[src/rtl/axi4_read_id_arbiter_if.sv]
// AXI4 read bus bundle for the read ID arbiter.
// Holds the N upstream requester lanes and the shared downstream port.
interface axi4_read_id_arbiter_if #(
    parameter int N       = 4,
    parameter int IN_ID_W = 4,
    parameter int ADDR_W  = 32,
    parameter int DATA_W  = 64
);
    localparam int SRC_W    = $clog2(N);
    localparam int OUT_ID_W = IN_ID_W + SRC_W;

    logic [N-1:0]         in_ar_valid;
    logic [N-1:0]         in_ar_ready;
    logic [N*IN_ID_W-1:0] in_ar_bits_id;
    logic [N*ADDR_W-1:0]  in_ar_bits_addr;
    logic [N*8-1:0]       in_ar_bits_len;
    logic [N*3-1:0]       in_ar_bits_size;
    logic [N*2-1:0]       in_ar_bits_burst;
    logic [N-1:0]         in_r_valid;
    logic [N-1:0]         in_r_ready;
    logic [IN_ID_W-1:0]   in_r_bits_id;
    logic [DATA_W-1:0]    in_r_bits_data;
    logic [1:0]           in_r_bits_resp;
    logic                 in_r_bits_last;

    logic                 out_ar_valid;
    logic                 out_ar_ready;
    logic [OUT_ID_W-1:0]  out_ar_bits_id;
    logic [ADDR_W-1:0]    out_ar_bits_addr;
    logic [7:0]           out_ar_bits_len;
    logic [2:0]           out_ar_bits_size;
    logic [1:0]           out_ar_bits_burst;
    logic                 out_r_valid;
    logic                 out_r_ready;
    logic [OUT_ID_W-1:0]  out_r_bits_id;
    logic [DATA_W-1:0]    out_r_bits_data;
    logic [1:0]           out_r_bits_resp;
    logic                 out_r_bits_last;

    modport slave (
        input  in_ar_valid, in_ar_bits_id, in_ar_bits_addr,
        input  in_ar_bits_len, in_ar_bits_size, in_ar_bits_burst,
        output in_ar_ready,
        output in_r_valid, in_r_bits_id, in_r_bits_data,
        output in_r_bits_resp, in_r_bits_last,
        input  in_r_ready,
        output out_ar_valid, out_ar_bits_id, out_ar_bits_addr,
        output out_ar_bits_len, out_ar_bits_size, out_ar_bits_burst,
        input  out_ar_ready,
        input  out_r_valid, out_r_bits_id, out_r_bits_data,
        input  out_r_bits_resp, out_r_bits_last,
        output out_r_ready
    );

    modport master (
        output in_ar_valid, in_ar_bits_id, in_ar_bits_addr,
        output in_ar_bits_len, in_ar_bits_size, in_ar_bits_burst,
        input  in_ar_ready,
        input  in_r_valid, in_r_bits_id, in_r_bits_data,
        input  in_r_bits_resp, in_r_bits_last,
        output in_r_ready,
        input  out_ar_valid, out_ar_bits_id, out_ar_bits_addr,
        input  out_ar_bits_len, out_ar_bits_size, out_ar_bits_burst,
        output out_ar_ready,
        output out_r_valid, out_r_bits_id, out_r_bits_data,
        output out_r_bits_resp, out_r_bits_last,
        input  out_r_ready
    );
endinterface

[src/rtl/axi4_read_id_arbiter.sv]
// Round-robin AXI4 read arbiter: N requesters onto one AR/R port.
// Source index is prepended to the ID; R beats route back on it.
module axi4_read_id_arbiter #(
    parameter int N               = 4,
    parameter int IN_ID_W         = 4,
    parameter int ADDR_W          = 32,
    parameter int DATA_W          = 64,
    parameter int MAX_OUTSTANDING = 8
) (
    input  logic clock,
    input  logic reset,
    axi4_read_id_arbiter_if.slave bus,
    output logic busy,
    output logic err_unexpected_r
);
    localparam int SRC_W    = $clog2(N);
    localparam int OUT_ID_W = IN_ID_W + SRC_W;
    localparam int CNT_W    = $clog2(MAX_OUTSTANDING + 1);

    typedef enum logic {UNLOCKED, LOCKED} state_t;

    state_t                    state;
    state_t                    state_next;
    logic                      locked;
    logic                      lock_take;
    logic [SRC_W-1:0]          lock_idx;
    logic [SRC_W-1:0]          rr_ptr;
    logic [SRC_W-1:0]          rr_sel;
    logic [SRC_W-1:0]          sel;
    logic [SRC_W-1:0]          scan;
    logic [SRC_W-1:0]          src;
    logic                      found;
    logic [N-1:0]              eligible;
    logic                      ar_fire;
    logic                      r_last_fire;
    logic [N-1:0][CNT_W-1:0]   cnt;

    assign locked = (state == LOCKED);
    assign src    = bus.out_r_bits_id[OUT_ID_W-1 -: SRC_W];

    // Eligibility and round-robin pick starting at rr_ptr
    always_comb begin
        eligible = '0;
        rr_sel   = '0;
        found    = 1'b0;
        scan     = '0;
        for (int i = 0; i < N; i++) begin
            eligible[i] = bus.in_ar_valid[i] &&
                          (cnt[i] < CNT_W'(MAX_OUTSTANDING));
        end
        for (int k = 0; k < N; k++) begin
            scan = rr_ptr + SRC_W'(k);
            if (!found && eligible[scan]) begin
                rr_sel = scan;
                found  = 1'b1;
            end
        end
    end

    // AR mux: a held grant stays on lock_idx until accepted
    always_comb begin
        sel = locked ? lock_idx : rr_sel;
        bus.out_ar_valid = !reset && (locked || (|eligible));
        bus.out_ar_bits_id = {sel,
            bus.in_ar_bits_id[int'(sel)*IN_ID_W +: IN_ID_W]};
        bus.out_ar_bits_addr =
            bus.in_ar_bits_addr[int'(sel)*ADDR_W +: ADDR_W];
        bus.out_ar_bits_len   = bus.in_ar_bits_len[int'(sel)*8 +: 8];
        bus.out_ar_bits_size  = bus.in_ar_bits_size[int'(sel)*3 +: 3];
        bus.out_ar_bits_burst = bus.in_ar_bits_burst[int'(sel)*2 +: 2];
        ar_fire = bus.out_ar_valid && bus.out_ar_ready;
        bus.in_ar_ready = '0;
        if (ar_fire) bus.in_ar_ready[sel] = 1'b1;
    end

    // R demux on the source bits; payload is broadcast
    always_comb begin
        bus.in_r_valid = '0;
        if (!reset && bus.out_r_valid) bus.in_r_valid[src] = 1'b1;
        bus.out_r_ready    = !reset && bus.in_r_ready[src];
        bus.in_r_bits_id   = bus.out_r_bits_id[IN_ID_W-1:0];
        bus.in_r_bits_data = bus.out_r_bits_data;
        bus.in_r_bits_resp = bus.out_r_bits_resp;
        bus.in_r_bits_last = bus.out_r_bits_last;
        r_last_fire = bus.out_r_valid && bus.out_r_ready &&
                      bus.out_r_bits_last;
    end

    // Lock FSM next state: hold a stalled grant until ready
    always_comb begin
        state_next = state;
        lock_take  = 1'b0;
        unique case (state)
            UNLOCKED: begin
                if (bus.out_ar_valid && !bus.out_ar_ready) begin
                    state_next = LOCKED;
                    lock_take  = 1'b1;
                end
            end
            LOCKED: begin
                if (bus.out_ar_ready) state_next = UNLOCKED;
            end
            default: state_next = UNLOCKED;
        endcase
    end

    // Busy reflects any in-flight burst in the counter state
    always_comb begin
        busy = 1'b0;
        for (int i = 0; i < N; i++) begin
            if (cnt[i] != '0) busy = 1'b1;
        end
        if (reset) busy = 1'b0;
    end

    // State, pointer, outstanding counters and sticky error
    always_ff @(posedge clock) begin
        if (reset) begin
            state            <= UNLOCKED;
            lock_idx         <= '0;
            rr_ptr           <= '0;
            cnt              <= '0;
            err_unexpected_r <= 1'b0;
        end else begin
            state <= state_next;
            if (lock_take) lock_idx <= sel;
            if (ar_fire)   rr_ptr   <= sel + 1'b1;
            for (int i = 0; i < N; i++) begin
                logic inc;
                logic dec;
                inc = ar_fire && (sel == SRC_W'(i));
                dec = r_last_fire && (src == SRC_W'(i)) &&
                      (cnt[i] != '0);
                if (inc && !dec)      cnt[i] <= cnt[i] + 1'b1;
                else if (dec && !inc) cnt[i] <= cnt[i] - 1'b1;
            end
            if (r_last_fire && (cnt[src] == '0))
                err_unexpected_r <= 1'b1;
        end
    end
endmodule
[src/flat_wrapper.sv]
// flat-port wrapper written by rule: the top's interface ports become plain ports
module axi4_read_id_arbiter_flat 
#(
    parameter int N               = 4,
    parameter int IN_ID_W         = 4,
    parameter int ADDR_W          = 32,
    parameter int DATA_W          = 64,
    parameter int MAX_OUTSTANDING = 8
)
  (clock, reset, busy, err_unexpected_r, bus_in_ar_valid, bus_in_ar_bits_id, bus_in_ar_bits_addr, bus_in_ar_bits_len, bus_in_ar_bits_size, bus_in_ar_bits_burst, bus_in_ar_ready, bus_in_r_valid, bus_in_r_bits_id, bus_in_r_bits_data, bus_in_r_bits_resp, bus_in_r_bits_last, bus_in_r_ready, bus_out_ar_valid, bus_out_ar_bits_id, bus_out_ar_bits_addr, bus_out_ar_bits_len, bus_out_ar_bits_size, bus_out_ar_bits_burst, bus_out_ar_ready, bus_out_r_valid, bus_out_r_bits_id, bus_out_r_bits_data, bus_out_r_bits_resp, bus_out_r_bits_last, bus_out_r_ready);
  axi4_read_id_arbiter_if #(.N(N), .IN_ID_W(IN_ID_W), .ADDR_W(ADDR_W), .DATA_W(DATA_W)) bus_i ();
  input  logic clock;
  input  logic reset;
  output logic busy;
  output logic err_unexpected_r;
  input wire logic [$bits(bus_i.in_ar_valid)-1:0] bus_in_ar_valid;
  input wire logic [$bits(bus_i.in_ar_bits_id)-1:0] bus_in_ar_bits_id;
  input wire logic [$bits(bus_i.in_ar_bits_addr)-1:0] bus_in_ar_bits_addr;
  input wire logic [$bits(bus_i.in_ar_bits_len)-1:0] bus_in_ar_bits_len;
  input wire logic [$bits(bus_i.in_ar_bits_size)-1:0] bus_in_ar_bits_size;
  input wire logic [$bits(bus_i.in_ar_bits_burst)-1:0] bus_in_ar_bits_burst;
  output wire logic [$bits(bus_i.in_ar_ready)-1:0] bus_in_ar_ready;
  output wire logic [$bits(bus_i.in_r_valid)-1:0] bus_in_r_valid;
  output wire logic [$bits(bus_i.in_r_bits_id)-1:0] bus_in_r_bits_id;
  output wire logic [$bits(bus_i.in_r_bits_data)-1:0] bus_in_r_bits_data;
  output wire logic [$bits(bus_i.in_r_bits_resp)-1:0] bus_in_r_bits_resp;
  output wire logic [$bits(bus_i.in_r_bits_last)-1:0] bus_in_r_bits_last;
  input wire logic [$bits(bus_i.in_r_ready)-1:0] bus_in_r_ready;
  output wire logic [$bits(bus_i.out_ar_valid)-1:0] bus_out_ar_valid;
  output wire logic [$bits(bus_i.out_ar_bits_id)-1:0] bus_out_ar_bits_id;
  output wire logic [$bits(bus_i.out_ar_bits_addr)-1:0] bus_out_ar_bits_addr;
  output wire logic [$bits(bus_i.out_ar_bits_len)-1:0] bus_out_ar_bits_len;
  output wire logic [$bits(bus_i.out_ar_bits_size)-1:0] bus_out_ar_bits_size;
  output wire logic [$bits(bus_i.out_ar_bits_burst)-1:0] bus_out_ar_bits_burst;
  input wire logic [$bits(bus_i.out_ar_ready)-1:0] bus_out_ar_ready;
  input wire logic [$bits(bus_i.out_r_valid)-1:0] bus_out_r_valid;
  input wire logic [$bits(bus_i.out_r_bits_id)-1:0] bus_out_r_bits_id;
  input wire logic [$bits(bus_i.out_r_bits_data)-1:0] bus_out_r_bits_data;
  input wire logic [$bits(bus_i.out_r_bits_resp)-1:0] bus_out_r_bits_resp;
  input wire logic [$bits(bus_i.out_r_bits_last)-1:0] bus_out_r_bits_last;
  output wire logic [$bits(bus_i.out_r_ready)-1:0] bus_out_r_ready;
  assign bus_i.in_ar_valid = bus_in_ar_valid;
  assign bus_i.in_ar_bits_id = bus_in_ar_bits_id;
  assign bus_i.in_ar_bits_addr = bus_in_ar_bits_addr;
  assign bus_i.in_ar_bits_len = bus_in_ar_bits_len;
  assign bus_i.in_ar_bits_size = bus_in_ar_bits_size;
  assign bus_i.in_ar_bits_burst = bus_in_ar_bits_burst;
  assign bus_in_ar_ready = bus_i.in_ar_ready;
  assign bus_in_r_valid = bus_i.in_r_valid;
  assign bus_in_r_bits_id = bus_i.in_r_bits_id;
  assign bus_in_r_bits_data = bus_i.in_r_bits_data;
  assign bus_in_r_bits_resp = bus_i.in_r_bits_resp;
  assign bus_in_r_bits_last = bus_i.in_r_bits_last;
  assign bus_i.in_r_ready = bus_in_r_ready;
  assign bus_out_ar_valid = bus_i.out_ar_valid;
  assign bus_out_ar_bits_id = bus_i.out_ar_bits_id;
  assign bus_out_ar_bits_addr = bus_i.out_ar_bits_addr;
  assign bus_out_ar_bits_len = bus_i.out_ar_bits_len;
  assign bus_out_ar_bits_size = bus_i.out_ar_bits_size;
  assign bus_out_ar_bits_burst = bus_i.out_ar_bits_burst;
  assign bus_i.out_ar_ready = bus_out_ar_ready;
  assign bus_i.out_r_valid = bus_out_r_valid;
  assign bus_i.out_r_bits_id = bus_out_r_bits_id;
  assign bus_i.out_r_bits_data = bus_out_r_bits_data;
  assign bus_i.out_r_bits_resp = bus_out_r_bits_resp;
  assign bus_i.out_r_bits_last = bus_out_r_bits_last;
  assign bus_out_r_ready = bus_i.out_r_ready;
  axi4_read_id_arbiter #(.N(N), .IN_ID_W(IN_ID_W), .ADDR_W(ADDR_W), .DATA_W(DATA_W), .MAX_OUTSTANDING(MAX_OUTSTANDING)) u_core (.clock(clock), .reset(reset), .bus(bus_i), .busy(busy), .err_unexpected_r(err_unexpected_r));
endmodule
[config.mk]
export PLATFORM = sky130hd
export DESIGN_NAME = axi4_read_id_arbiter_flat
export DESIGN_NICKNAME = d
export VERILOG_FILES = /design/src/rtl/axi4_read_id_arbiter_if.sv /design/src/rtl/axi4_read_id_arbiter.sv /design/src/flat_wrapper.sv
export SDC_FILE = /design/constraint.sdc
export NUM_CORES = 1
export LEC_CHECK = 0
export ABC_AREA = 1
export CORE_AREA = 2 2 162 164
export CTS_CLUSTER_DIAMETER = 100
export CTS_CLUSTER_SIZE = 10
export DETAILED_ROUTE_END_ITERATION = 10
export DIE_AREA = 0 0 164 166
export GPL_ROUTABILITY_DRIVEN = 0
export PLACE_DENSITY_LB_ADDON = 0.2
export SYNTH_ARGS = -nofsm -noshare
export SYNTH_HDL_FRONTEND = slang
export SYNTH_SLANG_ARGS = --single-unit
[constraint.sdc]
create_clock -name clock -period 10.61 [get_ports clock]
set_clock_uncertainty 0.15 [all_clocks]
set_input_delay 2.6525 -clock clock [delete_from_list [all_inputs] [get_ports clock]]
set_output_delay 2.6525 -clock clock [all_outputs]
set_load 0.05 [all_outputs]
==> results of run 1 <==
[layer usage]
layer / up-vias / part of all wire [%] / GRT usage, %
li1: 2449 / - / -
met1: 2242 / 45 / 16.8
met2: 236 / 45 / 20.1
met3: 12 / 9.1 / 3.55
met4: 4 / 0.87 / 1.49
met5: - / 0.16 / 0
[synth_stat cells, types with 4 or more instances]
master	n	area share, %
a211oi_1	4	0.76
a21oi_1	11	1.4
and3_1	4	0.63
buf_2	16	2.0
buf_4	76	14
buf_6	23	6.6
dfxtp_1	22	11
fa_1	4	2.0
ha_1	12	3.8
inv_1	30	2.9
nand2_1	55	5.2
nand2_2	9	1.4
nand3_1	217	28
nand3_2	6	1.5
nand4_1	50	7.9
nor2_1	43	4.1
nor4_1	5	0.79
o21ai_0	15	1.9
xor2_1	7	1.6
[through the flow]
stage / power [W] / cell area (um^2) / setup slack (ns) / std cells
3_3_place_gp: 0.00107 / 6260 / 1.77 / 1121
3_5_place_dp: 0.00107 / 6260 / 1.74 / 1121
6_report: 0.00115 / 6350 / 1.79 / 1125
2_1_floorplan: 0.000835 / 3940 / 3.49 / 621
4_1_cts: 0.00117 / 6350 / 1.73 / 1125
5_1_grt: 0.00122 / 6350 / 1.48 / 1125
[registers in the layout (all words and copies together), names as in the netlist]
register,flops
u_core.lock_idx,2
u_core.err_unexpected_r,1
u_core.locked,1
u_core.rr_ptr,2
u_core.cnt,16
[worst min-delay path by stage]
stage / from / endpoint / slack [ns] / cells after the start
2_1_floorplan: u_core.cnt[0]$_SDFFE_PP0P_ / u_core.cnt[0]$_SDFFE_PP0P_ / 0.32 / 1
3_3_place_gp: u_core.err_unexpected_r$_SDFFE_PP0P_ / u_core.err_unexpected_r$_SDFFE_PP0P_ / 0.32 / 2
3_5_place_dp: u_core.err_unexpected_r$_SDFFE_PP0P_ / u_core.err_unexpected_r$_SDFFE_PP0P_ / 0.32 / 2
4_1_cts: u_core.err_unexpected_r$_SDFFE_PP0P_ / u_core.err_unexpected_r$_SDFFE_PP0P_ / 0.34 / 2
5_1_grt: u_core.err_unexpected_r$_SDFFE_PP0P_ / u_core.err_unexpected_r$_SDFFE_PP0P_ / 0.39 / 2
6_report: u_core.err_unexpected_r$_SDFFE_PP0P_ / u_core.err_unexpected_r$_SDFFE_PP0P_ / 0.33 / 2
[power groups by stage]
stage | logic (W) | registers (W) | clock network (W)
3_5_place_dp | 0.000968 | 0.000101 | 0
3_3_place_gp | 0.000971 | 0.000102 | 0
2_1_floorplan | 0.000737 | 0.0000981 | 0
5_1_grt | 0.00102 | 0.000101 | 0.0000947
6_report | 0.000961 | 0.0000995 | 0.0000896
4_1_cts | 0.000973 | 0.0000997 | 0.0000932
[logic make-up after synthesis]
logic type                 after synthesis  synth area share [%]
and+or+nand+nor                        394                  50.4
buffers and inverters                  150                  26.5
AOI/OAI and AO/OA                       32                  4.51
DFF                                     22                  11.2
adders and majority gates               16                  5.84
xor gates and xnor gates                 7                  1.56
[layout make-up]
type,count,area (um^2)
well taps,335,419
multi-input cells,449,2470
repair buffers,282,2800
fillers,2879,19300
inverters,33,129
flip-flops and latches,22,440
clock buffers,4,88.8
[tightest hold or removal path, delay by kind of cell (launching register included)]
| kind | cells | cell delay [ns] |
|---|---|---|
| flip-flops | 1 | 0.33 |
| AO/OA/AOI/OAI | 1 | 0.04 |
| AND/OR/NAND/NOR | 1 | 0.07 |
==> flow_metrics.py, run 1 <==
metrics = {
    "route": {
        "drt-vias-per-instance": 4.39,
        "dr.pass1.iters": 5,
        "dr_total_vias": 4943,
        "ant_nets": 0,
        "wl_per_cell_um": 16.5,
        "wirelength_um": 18600,
        "drt_iter0_markers": 440,
        "drc": 0,
    },
    "layout": {
        "final_cell_mix": "clkdlybuf4s50_1 (274), nand3_1 (217), nand2_1 (54)",
        "fin_util_pct": 24.8,
        "nets": 1088,
        "drive_gt1_share_pct": 4.30,
        "mostFrequentLayoutCell": "clkdlybuf4s50_1",
        "n_antenna_cell": 0,
        "area_growth_pct": 61.2,
    },
    "clock_tree": {
        "clk_pin_slew_ns": 0.06,
        "postCtsSetupBuffers": 0,
        "hold_buffers": 0,
        "cts_tree": "done",
        "cts_buffers": 3,
        "clock_latency_ns": 0.26,
        "cts_resized": 0,
        "clock_sinks": 22,
        "clockBufferDepth": 2,
        "h-tree-depth": 1,
        "cts_root_buf": "clkbuf_16",
    },
    "place": {
        "portBuffers": 274,
        "dp_hpwl_um": 14300,
    },
    "global_route": {
        "grt_start_max_net_pins": 82,
        "grt_pass1_wl_um": 27000,
        "grt_pass1_vias": 4731,
        "grt-ovfl-total": 0,
        "grtUsageTotal_pct": 12.4,
        "antenna_found_initial": 2,
    },
    "setup_path": {
        "startpoint": "bus_in_ar_valid[0]",
        "end_kind": "primary output",
        "path_cells": "clkdlybuf4s50_1 > nand3_1 > nand2_1 > nand2_1 > nand2_1 > nand2_1 > nand2_1 > nand3_1 > nand2_1 > nand2_2 > nand2_4 > buf_4 > nand3_1 > nand4_1 > clkdlybuf4s50_1",
        "path_buf_inv": 3,
        "worstRegToRegCells": 22,
        "cp.depth": 15,
        "r2r_slack_ns": 6.35,
        "cp.arrival_ns": 6.02,
        "critPathKind": "in2out",
        "path_max_fanout": 59,
        "r2r_end": "u_core.cnt[11]$_SDFFE_PP0P_",
        "critPathCapture": "bus_out_ar_bits_addr[16]",
        "critical_path_required_ns": 7.81,
        "path_common_cell": "nand2_1",
        "path_delay_family": "buffers and inverters",
        "rr_startpoint": "u_core.rr_ptr[0]$_SDFFE_PP0P_",
        "critPathMaxStageDelay_ns": 0.84,
        "setup.worst_path.start_class": "primary input",
        "slowest_stage": "clkdlybuf4s50_1",
    },
    "power": {
        "p_leak_nw": 2.41,
        "p_sw_w": 0.000686,
        "combPwrFrac_pct": 83.6,
        "clkPwrFrac_pct": 7.8,
        "p_per_area_mw_per_mm2": 181,
        "swShare_pct": 59.6,
        "ir_drop_v": 0.0000864,
        "p_int_w": 0.000465,
        "pwr-share-seq_pct": 8.6,
    },
    "logic_synthesis": {
        "yosys_warnings": 0,
        "synth-edff-count": 0,
        "seq_area_frac_synth_pct": 11.2,
        "synth_cells": 621,
        "ys.flop_type": "dfxtp_1",
        "synth_seq_cells": 22,
        "yosysUniqueCellTypes": 31,
        "postSynthNetCount": 918,
        "syn_area_mm2": 0.00394,
        "syn_avg_cell_area_um2": 6.35,
        "ys_async_sr_fraction_pct": 0,
    },
    "sta": {
        "worst_pin_slew_ns": 0.935,
        "fmax_mhz": 113,
        "fin_hold_ws_ns": 0.326,
        "drv_slew": 0,
        "tns_ns": 0,
        "fin_crit_ns": 8.82,
        "setup_viol": 0,
        "rsz0062_at_grt": "no",
        "finalCritPeriodShare_pct": 83.2,
        "relSlewSlack_pct": 37.7,
        "hold_violations": 0,
    },
    "floorplanning": {
        "die_y_um": 166,
        "initial_utilization_pct": 15.4,
        "die_w_um": 164,
        "io_pins": 415,
        "die_area_mm2": 0.0272,
        "core_area_mm2": 0.0256,
        "fp-row-count": 59,
    },
    "worst_hold_path": {
        "hp-class": "reg2reg",
    },
    "outcome": {
        "status": "finished, final reports clean",
    },
    "flow_run": {
        "drv_cap": 0,
    },
}
(Power assumes the default switching activity.)
==> run 2: changes to the inputs <==
--- a/config.mk
+++ b/config.mk
@@ -6,11 +6,11 @@
 export NUM_CORES = 1
 export LEC_CHECK = 0
 export ABC_AREA = 1
-export CORE_AREA = 2 2 162 164
+export CORE_AREA = 2 2 161 163
 export CTS_CLUSTER_DIAMETER = 100
 export CTS_CLUSTER_SIZE = 10
 export DETAILED_ROUTE_END_ITERATION = 10
-export DIE_AREA = 0 0 164 166
+export DIE_AREA = 0 0 163 165
 export GPL_ROUTABILITY_DRIVEN = 0
 export PLACE_DENSITY_LB_ADDON = 0.2
 export SYNTH_ARGS = -nofsm -noshare
==> constraint.sdc (replaced) <==
create_clock -name clock -period 7.26 [get_ports clock]
set_clock_uncertainty 0.15 [all_clocks]
set_input_delay 1.815 -clock clock [delete_from_list [all_inputs] [get_ports clock]]
set_output_delay 1.815 -clock clock [all_outputs]
set_load 0.05 [all_outputs]
==> flow_metrics.py, run 2 (synthesis gave the netlist of run 1 again) <==
metrics = {
    "sta": {
        "drv_slew": 0,
        "setup_viol": 0,
        "finalCritPeriodShare_pct": 94.1,
        "hold_violations": 0,
        "final.setup.worst_slack_ns": 0.430,
        "rsz0062_at_grt": "no",
        "fmax_mhz": 146,
        "worst_pin_slew_ns": 0.649,
        "fin_crit_ns": 6.83,
        "tns_ns": 0,
        "relSlewSlack_pct": 56.7,
    },
    "setup_path": {
        "critPathCapture": "bus_in_ar_ready[0]",
        "critical_path_required_ns": 5.30,
        "path_max_fanout": 53,
        "critPathKind": "in2out",
        "r2r_end": "u_core.cnt[3]$_SDFFE_PP0P_",
        "path_delay_family": "simple AND/OR/NAND/NOR gates",
        "setup.worst_path.start_class": "primary input",
        "path_buf_inv": 2,
        "worstRegToRegCells": 20,
        "path_cells": "clkdlybuf4s50_1 > nand3_1 > nand2_1 > nand2_1 > nand2_1 > nand3_1 > nand3_1 > nand3_1 > nand2_4 > nand2_1 > nor2_1 > clkdlybuf4s50_1",
        "cp.arrival_ns": 4.86,
        "critPathMaxStageDelay_ns": 0.87,
        "r2r_slack_ns": 3.14,
        "slowest_stage": "clkdlybuf4s50_1",
        "cp.depth": 12,
        "rr_startpoint": "u_core.rr_ptr[0]$_SDFFE_PP0P_",
        "startpoint": "bus_in_ar_valid[2]",
        "end_kind": "primary output",
    },
    "clock_tree": {
        "cts_buffers": 3,
        "clockBufferDepth": 2,
        "hold_buffers": 0,
        "postCtsSetupBuffers": 0,
        "clock_latency_ns": 0.25,
        "cts_resized": 0,
        "cts_tree": "done",
        "h-tree-depth": 1,
        "clock_sinks": 22,
        "cts_root_buf": "clkbuf_16",
        "clk_pin_slew_ns": 0.06,
    },
    "outcome": {
        "status": "finished, final reports clean",
    },
    "route": {
        "ant_nets": 0,
        "dr_total_vias": 5034,
        "dr.pass1.iters": 7,
        "drt_iter0_markers": 398,
        "drt-vias-per-instance": 4.48,
        "drc": 0,
        "wirelength_um": 19600,
        "wl_per_cell_um": 17.5,
    },
    "power": {
        "ir_drop_v": 0.000132,
        "p_per_area_mw_per_mm2": 264,
        "p_leak_nw": 2.46,
    },
    "layout": {
        "fillers": 2818,
        "multi_input_area_mm2": 0.00247,
        "largest_register": "u_core.cnt",
        "fin_util_pct": 25.1,
        "largest_register_ffs": 16,
        "seq_area_um2": 440,
        "largestRegisters": "u_core.cnt x16, u_core.lock_idx x2, u_core.rr_ptr x2",
        "nets": 1091,
        "area_growth_pct": 59.1,
        "final_cell_mix": "clkdlybuf4s50_1 (240), nand3_1 (217), nand2_1 (54)",
        "mostFrequentLayoutCell": "clkdlybuf4s50_1",
        "drive_gt1_share_pct": 8.84,
    },
    "floorplanning": {
        "die_w_um": 163,
        "core_area_mm2": 0.0250,
        "io_pins": 415,
        "die_area_mm2": 0.0269,
        "initial_utilization_pct": 15.7,
        "fp-row-count": 58,
        "die_y_um": 165,
    },
    "place": {
        "dp_slack_ns": 0.463,
        "dp_hpwl_um": 15100,
        "portBuffers": 274,
    },
    "global_route": {
        "grt_pass1_vias": 4721,
        "grt-ovfl-total": 0,
        "grt_pass1_wl_um": 27900,
        "grtUsageTotal_pct": 13.3,
        "antenna_found_initial": 1,
        "grt_start_max_net_pins": 54,
    },
    "flow_run": {
        "drv_cap": 0,
    },
    "worst_hold_path": {
        "hp-class": "reg2reg",
    },
}
-- run 2: cell types whose count changed in the layout (fill, tap and decap cells not counted) --
cell	before	now
diode_2	0	1
clkbuf_8	1	0
buf_4	8	45
clkdlybuf4s50_1	274	240
-- run 2: how the worst min path moves through the flow --
| stage | startpoint | to | slack [ns] | cells after the start |
|---|---|---|---|---|
| 2_1_floorplan | u_core.cnt[0]$_SDFFE_PP0P_ | u_core.cnt[0]$_SDFFE_PP0P_ | 0.32 | 1 |
| 3_3_place_gp | u_core.err_unexpected_r$_SDFFE_PP0P_ | u_core.err_unexpected_r$_SDFFE_PP0P_ | 0.33 | 2 |
| 3_5_place_dp | u_core.err_unexpected_r$_SDFFE_PP0P_ | u_core.err_unexpected_r$_SDFFE_PP0P_ | 0.31 | 2 |
| 4_1_cts | u_core.err_unexpected_r$_SDFFE_PP0P_ | u_core.err_unexpected_r$_SDFFE_PP0P_ | 0.33 | 2 |
| 5_1_grt | u_core.err_unexpected_r$_SDFFE_PP0P_ | u_core.err_unexpected_r$_SDFFE_PP0P_ | 0.36 | 2 |
| 6_report | u_core.err_unexpected_r$_SDFFE_PP0P_ | u_core.err_unexpected_r$_SDFFE_PP0P_ | 0.33 | 2 |
-- run 2: where the power goes --
group	internal, W	total (W)	switching [W]
Clock	0.0000728	0.000116	0.0000435
Combinational	0.000435	0.00140	0.000960
Sequential	0.000132	0.000146	0.0000139
-- run 2: layout make-up --
| type | instances | area share, % |
|---|---|---|
| antenna | 1 | 0.0399 |
| clock buffer | 3 | 1.20 |
| inverter | 33 | 2.05 |
| multi-input combinational | 449 | 39.4 |
| sequential | 22 | 7.02 |
| tap | 330 | 6.58 |
| timing repair buffer | 285 | 43.7 |
-- run 2: stage by stage --
step	std cells	cell area, um^2	hold slack (ns)	total power (W)
2_1_floorplan	621	3940	0.324	0.00122
3_5_place_dp	1119	6190	0.311	0.00156
6_report	1123	6270	0.329	0.00166
3_3_place_gp	1119	6190	0.326	0.00156
5_1_grt	1123	6270	0.364	0.00176
4_1_cts	1122	6270	0.330	0.00168
-- run 2: worst reg2reg max path: stages (launching register included) --
cell and delay, ns:
dfxtp_1 0.63, nand2_1 0.13, nand2_2 0.15, nand3_2 0.08, nand2_2 0.10, nand3_1 0.09, nand3_1 0.12, nand3_1 0.13
nand2_4 0.49, nand2_1 0.18, nor2_1 0.26, ha_1 0.24, inv_1 0.09, ha_1 0.32, and3_1 0.19, a211oi_1 0.24
nor2_1 0.07, nor2_1 0.08, nand2_1 0.07, o21ai_0 0.15, a21oi_1 0.05
-- run 2: metal layers --
metal,up-vias,GRT usage (%),wire length (um)
met2,254,20.9,8480
met3,12,5.15,2240
met5,-,3.22,113
li1,2457,-,-
met4,2,2.01,178
met1,2309,17.3,8620
